`src/rtl/seg_mux_driver.sv`:
```
// seg_mux_driver: time-multiplexed driver for NDIG seven-segment digits.
//   gclk, rst      clock; asynchronous active-high reset
//   en             scan enable; when low the scan position holds and all outputs go dark
//   load           capture value/dp_in into a pending register, shown from the next frame
//   value          hex nibbles, digit k at [4k+3:4k], digit 0 least significant
//   dp_in          decimal point request per digit
//   blank_lz       suppress leading zero digits (digit 0 always shown)
//   bright         PWM on-time per slot, (bright+1)/2^DUTY_W of the slot
//   sel_digit      digit enables, active-low, at most one low
//   seg            segments {g,f,e,d,c,b,a}, active-low
//   dp             decimal point, active-low
//   frame_done     one-cycle pulse after the tick that wraps the digit index
module seg_mux_driver #(
  parameter int NDIG   = 4,
  parameter int DIV    = 200,
  parameter int DUTY_W = 3
) (
  input  logic                gclk,
  input  logic                rst,
  input  logic                en,
  input  logic                load,
  input  logic [4*NDIG-1:0]   value,
  input  logic [NDIG-1:0]     dp_in,
  input  logic                blank_lz,
  input  logic [DUTY_W-1:0]   bright,
  output logic [NDIG-1:0]     sel_digit,
  output logic [6:0]          seg,
  output logic                dp,
  output logic                frame_done
);

  localparam int PW = (DIV > 1) ? $clog2(DIV) : 1;
  localparam int IW = $clog2(NDIG);
  // Wide enough to hold both sides of the on-time comparison without overflow.
  localparam int CW = PW + DUTY_W + 1;

  logic [PW-1:0]       pcnt_q, pcnt_d;
  logic [IW-1:0]       idx_q, idx_d;
  logic                fd_q, fd_d;
  logic                pend_flag_q, pend_flag_d;
  logic [4*NDIG-1:0]   pend_val_q, pend_val_d;
  logic [NDIG-1:0]     pend_dp_q, pend_dp_d;
  logic [4*NDIG-1:0]   act_val_q, act_val_d;
  logic [NDIG-1:0]     act_dp_q, act_dp_d;
  logic [NDIG-1:0]     sel_q, sel_d;
  logic [6:0]          seg_q, seg_d;
  logic                dp_q, dp_d;

  logic                tick, wrap;
  logic [NDIG-1:0]     blank_vec;
  logic                upper_zero;
  logic [3:0]          cur_nib;
  logic                cur_dp, cur_blank, lit;
  logic [CW-1:0]       on_lhs, on_rhs;
  logic [6:0]          dec;

  // Scan position and frame pulse
  always_comb begin
    tick   = en && (pcnt_q == PW'(DIV - 1));
    wrap   = tick && (idx_q == IW'(NDIG - 1));
    pcnt_d = pcnt_q;
    idx_d  = idx_q;
    if (en) begin
      pcnt_d = tick ? '0 : pcnt_q + PW'(1);
    end
    if (tick) begin
      idx_d = wrap ? '0 : idx_q + IW'(1);
    end
    fd_d = wrap;
  end

  // Display data double buffer: the active register only changes at a frame wrap.
  // A load coinciding with the wrap goes straight to the active register.
  always_comb begin
    pend_flag_d = pend_flag_q;
    pend_val_d  = pend_val_q;
    pend_dp_d   = pend_dp_q;
    act_val_d   = act_val_q;
    act_dp_d    = act_dp_q;
    if (wrap) begin
      if (load) begin
        act_val_d   = value;
        act_dp_d    = dp_in;
        pend_flag_d = 1'b0;
      end else if (pend_flag_q) begin
        act_val_d   = pend_val_q;
        act_dp_d    = pend_dp_q;
        pend_flag_d = 1'b0;
      end
    end else if (load) begin
      pend_val_d  = value;
      pend_dp_d   = dp_in;
      pend_flag_d = 1'b1;
    end
  end

  // Leading-zero blanking: walk from the top digit down while nibbles stay zero.
  always_comb begin
    blank_vec  = '0;
    upper_zero = 1'b1;
    for (int unsigned i = 0; i < NDIG - 1; i++) begin
      upper_zero = upper_zero && (act_val_q[4*(NDIG-1-i) +: 4] == 4'h0);
      blank_vec[NDIG-1-i] = blank_lz && upper_zero;
    end
  end

  // Selected digit data
  always_comb begin
    cur_nib   = '0;
    cur_dp    = 1'b0;
    cur_blank = 1'b0;
    for (int unsigned i = 0; i < NDIG; i++) begin
      if (idx_q == IW'(i)) begin
        cur_nib   = act_val_q[4*i +: 4];
        cur_dp    = act_dp_q[i];
        cur_blank = blank_vec[i];
      end
    end
  end

  always_comb begin
    dec = '1;
    case (cur_nib)
      4'h0: dec = 7'b1000000;
      4'h1: dec = 7'b1111001;
      4'h2: dec = 7'b0100100;
      4'h3: dec = 7'b0110000;
      4'h4: dec = 7'b0011001;
      4'h5: dec = 7'b0010010;
      4'h6: dec = 7'b0000010;
      4'h7: dec = 7'b1111000;
      4'h8: dec = 7'b0000000;
      4'h9: dec = 7'b0010000;
      4'hA: dec = 7'b0001000;
      4'hB: dec = 7'b0000011;
      4'hC: dec = 7'b1000110;
      4'hD: dec = 7'b0100001;
      4'hE: dec = 7'b0000110;
      4'hF: dec = 7'b0001110;
      default: dec = '1;
    endcase
  end

  // Registered outputs; segments and dp stay dark whenever no digit is enabled.
  always_comb begin
    on_lhs = CW'(pcnt_q) << DUTY_W;
    on_rhs = (CW'(bright) + CW'(1)) * CW'(DIV);
    lit    = en && !cur_blank && (on_lhs < on_rhs);
    sel_d  = '1;
    seg_d  = '1;
    dp_d   = 1'b1;
    if (lit) begin
      sel_d = ~(NDIG'(1) << idx_q);
      seg_d = dec;
      dp_d  = ~cur_dp;
    end
  end

  always_ff @(posedge gclk or posedge rst) begin
    if (rst) begin
      pcnt_q      <= '0;
      idx_q       <= '0;
      fd_q        <= 1'b0;
      pend_flag_q <= 1'b0;
      pend_val_q  <= '0;
      pend_dp_q   <= '0;
      act_val_q   <= '0;
      act_dp_q    <= '0;
      sel_q       <= '1;
      seg_q       <= '1;
      dp_q        <= 1'b1;
    end else begin
      pcnt_q      <= pcnt_d;
      idx_q       <= idx_d;
      fd_q        <= fd_d;
      pend_flag_q <= pend_flag_d;
      pend_val_q  <= pend_val_d;
      pend_dp_q   <= pend_dp_d;
      act_val_q   <= act_val_d;
      act_dp_q    <= act_dp_d;
      sel_q       <= sel_d;
      seg_q       <= seg_d;
      dp_q        <= dp_d;
    end
  end

  assign sel_digit  = sel_q;
  assign seg        = seg_q;
  assign dp         = dp_q;
  assign frame_done = fd_q;

endmodule

```
`config.mk`:
```
export PLATFORM = sky130hd
export DESIGN_NAME = seg_mux_driver
export DESIGN_NICKNAME = d
export VERILOG_FILES = /design/src/rtl/seg_mux_driver.sv
export SDC_FILE = /design/constraint.sdc
export NUM_CORES = 1
export LEC_CHECK = 0
export BUFFER_PORTS_ARGS = -buffer_cell sky130_fd_sc_hd__buf_2
export CORE_MARGIN = 2
export CORE_UTILIZATION = 48
export CTS_CLUSTER_SIZE = 8
export DETAILED_ROUTE_END_ITERATION = 10
export PLACE_DENSITY = 0.74
export SLEW_MARGIN = 5
export SYNTH_ARGS = -nofsm -noshare
export SYNTH_HDL_FRONTEND = slang
export SYNTH_SLANG_ARGS = --single-unit
```
`constraint.sdc`:
```
create_clock -name gclk -period 2.51 [get_ports gclk]
set_input_delay 0.1255 -clock gclk [delete_from_list [all_inputs] [get_ports gclk]]
set_output_delay 0.1255 -clock gclk [all_outputs]
set_load 0.05 [all_outputs]
```
==> impl_results.md <==
* Post-synthesis register bit count at 64
* Area added between synthesis and finish at 19.3%
* ANT nets after route at 0
* Critical Path Fanout Max at 4
* Pins over their slew limit at 0
* Placed cell areas at slightly below 4000 um^2
* Largest net degree at the start of global routing at ~40
* CP cell instances: inv_1 > ha_1 > nor2b_2 > a221o_1 > a22oi_2 > inv_1 > ha_1 > mux4_2 > nand2b_1
* Final WL at 6690 um
* Switching share of power at 0.282
* Detailed router's first-iteration violation count at 122
* Clk root buf: clkbuf_8
* Critical path required time at between 2000 and 3000 ps
* Worst path max stage delay at between 400 and 500 ps
* Internal power at between 2 and 2.5 mW
* RSZ-0062 raised after global routing: no
* Gate Count Post-Synth at 310
* Max Clock Freq at approximately 420 MHz
* Sequential share of power at 0.450
* Antenna violations before repair at 0
* Num Clock Sinks at between 60 and 70
* Vias per cell at about 5.2
* First-pass DRT Iterations at 4
* Clk pin slew, worst setup/hold paths at 70 ps
* Layout cell share with drive strength beyond 1 at 0.338
* Syn. warnings at 0
* Clk pwr share at 0.349
* Comb power frac at 0.201
* Num CTS Buffers at 9
* Area of the mapped netlist at about 3500 um^2
* Setup Crit Path Kind: reg2reg
* Setup violators final at 0
* Worst Setup End Kind: flip-flop
* Arrival time worst endpoint at roughly 2600 ps
* IO Pins at 41
* Top_reg_cell synth: dfrtp_1
* Rows at 31
* Asr flop ratio synth at 1.00
* Status: completed
* Vias in the first global route at approximately 2,500
* Post-layout minimum cycle time at around 2400 ps
* Core area at a little over 7000 um^2
* Synthesized Nets at ~360
* TritonCTS clock tree: yes
* Cell variety after synth at 45
* # nets final at 421
* GP Congestion at 0.839
* Chip height at a little under 90 um
* CP max-delay cell: mux4_2
* Crit-path leading delay family: multiplexers
* Gr ovfl total at 0
* Ant diodes at 0
* Worst path buffer plus inverter count at 2
* Remaining DRCs at 0
* Seq/Total Area, Yosys at 0.461
* DP HPWL at ~4900 um
* P_leak at between 1.5 and 2 nW
* Hold Path Class: in2reg
* H-tree depth at 3
* Clock Skew at 11.3 ps
* Period utilisation layout at 0.939
* Psw at 793 uW
* Post-CTS setup buffer count at 0
* Final Power at 2.82 mW
* Final instance area at 4190 um^2
* Total of max-cap violations at 0
* Worst slew pin tran at 820 ps
* Routed length per instance at between 10 and 15 um
* Clock Tree Buf Depth at 2
* DIE AREA at between 8000 and 9000 um^2
* Wire length of the first global-routing pass at between 10,000 and 15,000 um
* Latest clock arrival within the worst-skew pair at 340 ps
* Port bufs at 40
* DR vias at between 2,000 and 2,500
* Fin. Hold Viols at 0
* Slew headroom at 0.452
* EDFF count, synth at 0
* Die Wd at slightly below 90 um
* Starting Density at 0.489
* Power per cell area at slightly below 700 nW/um^2
* GRT Resource Usage Total at 0.187
* Avg Inst Size Synth at roughly 11 um^2
* VDD IR max at around 0.56 mV
* CP startpoint kind: flip-flop
==> cell type report <==
class / count / area, um^2
flip-flops and latches: 64 / 1620
inverters: 15 / 56.3
multi-input cells: 217 / 1790
clock inverters: 3 / 65.1
fillers: 584 / 2990
repair buffers: 62 / 380
clock buffers: 12 / 155
well taps: 99 / 124
==> worst paths after layout <==
kind,startpoint,end,slack [ps],cells past startpoint
worst min-delay path,dp_in[1],pend_dp_q[1],20,2
worst min register to register,pend_flag_q,pend_flag_q,490,2
worst max register to register,idx_q[0],seg[3],150,9
min in group asynchronous,rst,pcnt_q[2],400,3
worst max-delay path,idx_q[0],seg[3],150,9
max in group asynchronous,rst,act_val_q[11],1500,4
==> state kept, by name (all words and copies together) (netlist names) <==
name         count
act_dp_q         4
act_val_q       16
dp               1
frame_done       1
idx_q            2
pcnt_q           8
pend_dp_q        4
pend_flag_q      1
pend_val_q      16
seg              7
sel_digit        4
==> routing by layer <==
metal	vias up	GRT usage	part of all wire
li1	1214	-	-
met1	1191	0.242	0.47
met2	47	0.300	0.47
met3	16	0.0397	0.032
met4	0	0.0896	0.027
met5	-	0	0
==> synth_stat cells (2+ instances only) <==
| library cell | n | area (um^2) |
|---|---|---|
| dfrtp_1 | 52 | 1300 |
| nand2_1 | 38 | 143 |
| o21ai_0 | 28 | 140 |
| ha_1 | 24 | 300 |
| mux2i_1 | 22 | 220 |
| mux2_4 | 20 | 300 |
| inv_1 | 15 | 56.3 |
| dfstp_2 | 12 | 315 |
| a21oi_1 | 11 | 55.1 |
| nor2_1 | 9 | 33.8 |
| clkbuf_1 | 8 | 30.0 |
| xor2_1 | 7 | 61.3 |
| nand3_1 | 6 | 30.0 |
| buf_4 | 4 | 30.0 |
| xnor2_1 | 4 | 35.0 |
| a21o_1 | 3 | 22.5 |
| a221o_1 | 3 | 30.0 |
| a22oi_1 | 3 | 22.5 |
| nand3b_1 | 3 | 22.5 |
| nor4_1 | 3 | 18.8 |
| o211ai_1 | 3 | 22.5 |
| o221ai_1 | 3 | 26.3 |
| a31oi_1 | 2 | 12.5 |
| buf_12 | 2 | 40.0 |
| mux2_2 | 2 | 22.5 |
| nand2b_1 | 2 | 12.5 |
| nand4_1 | 2 | 12.5 |
| nor2b_1 | 2 | 12.5 |
==> worst reg2reg max path: stages (launching register included) <==
cell,delay [ps]
dfrtp_2,420
inv_1,90
ha_1,210
nor2b_2,170
a221o_1,310
a22oi_2,150
inv_1,100
ha_1,220
mux4_2,460
nand2b_1,150
==> timing repair <==
item,CTS,global route
hold endpoints to repair,17,0
setup endpoints to repair,0,12
hold buffers,1,0
resized for setup,0,11
==> cell usage in the layout (no fill, tap or decap), drive strengths merged, types with 2 or more instances in the layout <==
cell type,n
a21o,3
a21oi,11
a221o,3
a22oi,3
a31oi,2
and3,2
buf,61
bufinv,2
clkbuf,12
dfrtp,52
dfstp,12
ha,24
inv,15
mux2,22
mux2i,22
nand2,38
nand2b,2
nand3,7
nand3b,3
nand4,2
nor2,9
nor2b,3
nor3,2
nor4,3
o211ai,3
o21ai,28
o221ai,3
o311ai,2
xnor2,5
xor2,7
==> metrics by stage <==
stage | TNS, ps | std cells | utilization | hold slack (ps) | worst slack, ps
3_5_place_dp | -1750 | 456 | 0.544 | 240 | -186
6_report | 0 | 472 | 0.583 | 25.0 | 154
5_1_grt | 0 | 472 | 0.583 | 18.7 | 31.8
3_3_place_gp | -1050 | 456 | 0.544 | 245 | -123
4_1_cts | 0 | 472 | 0.576 | 13.2 | 18.6
2_1_floorplan | 0 | 310 | - | 256 | 32.1
==> power groups by stage <==
| stage | combinational, mW | clock (mW) | sequential [mW] |
|---|---|---|---|
| floorplan | 0.354 | 0 | 1.32 |
| global placement | 0.530 | 0 | 1.28 |
| detailed placement | 0.549 | 0 | 1.28 |
| CTS | 0.553 | 1.00 | 1.27 |
| global route | 0.631 | 1.05 | 1.28 |
| finish | 0.566 | 0.983 | 1.27 |
==> cells by family (layout without fill, tap and decap cells) <==
kind of cell | count (synthesis) | in the layout | synth area share
buf+inv | 29 | 92 | 0.0446
simple gates | 73 | 73 | 0.106
compound gates | 62 | 62 | 0.109
mux | 45 | 45 | 0.161
xor+xnor | 12 | 12 | 0.0321
flops | 64 | 64 | 0.461
fa+ha+maj | 24 | 24 | 0.0856
other cells | 1 | 1 | 0.00107
Note: power is estimated with default switching activity, not from simulation.
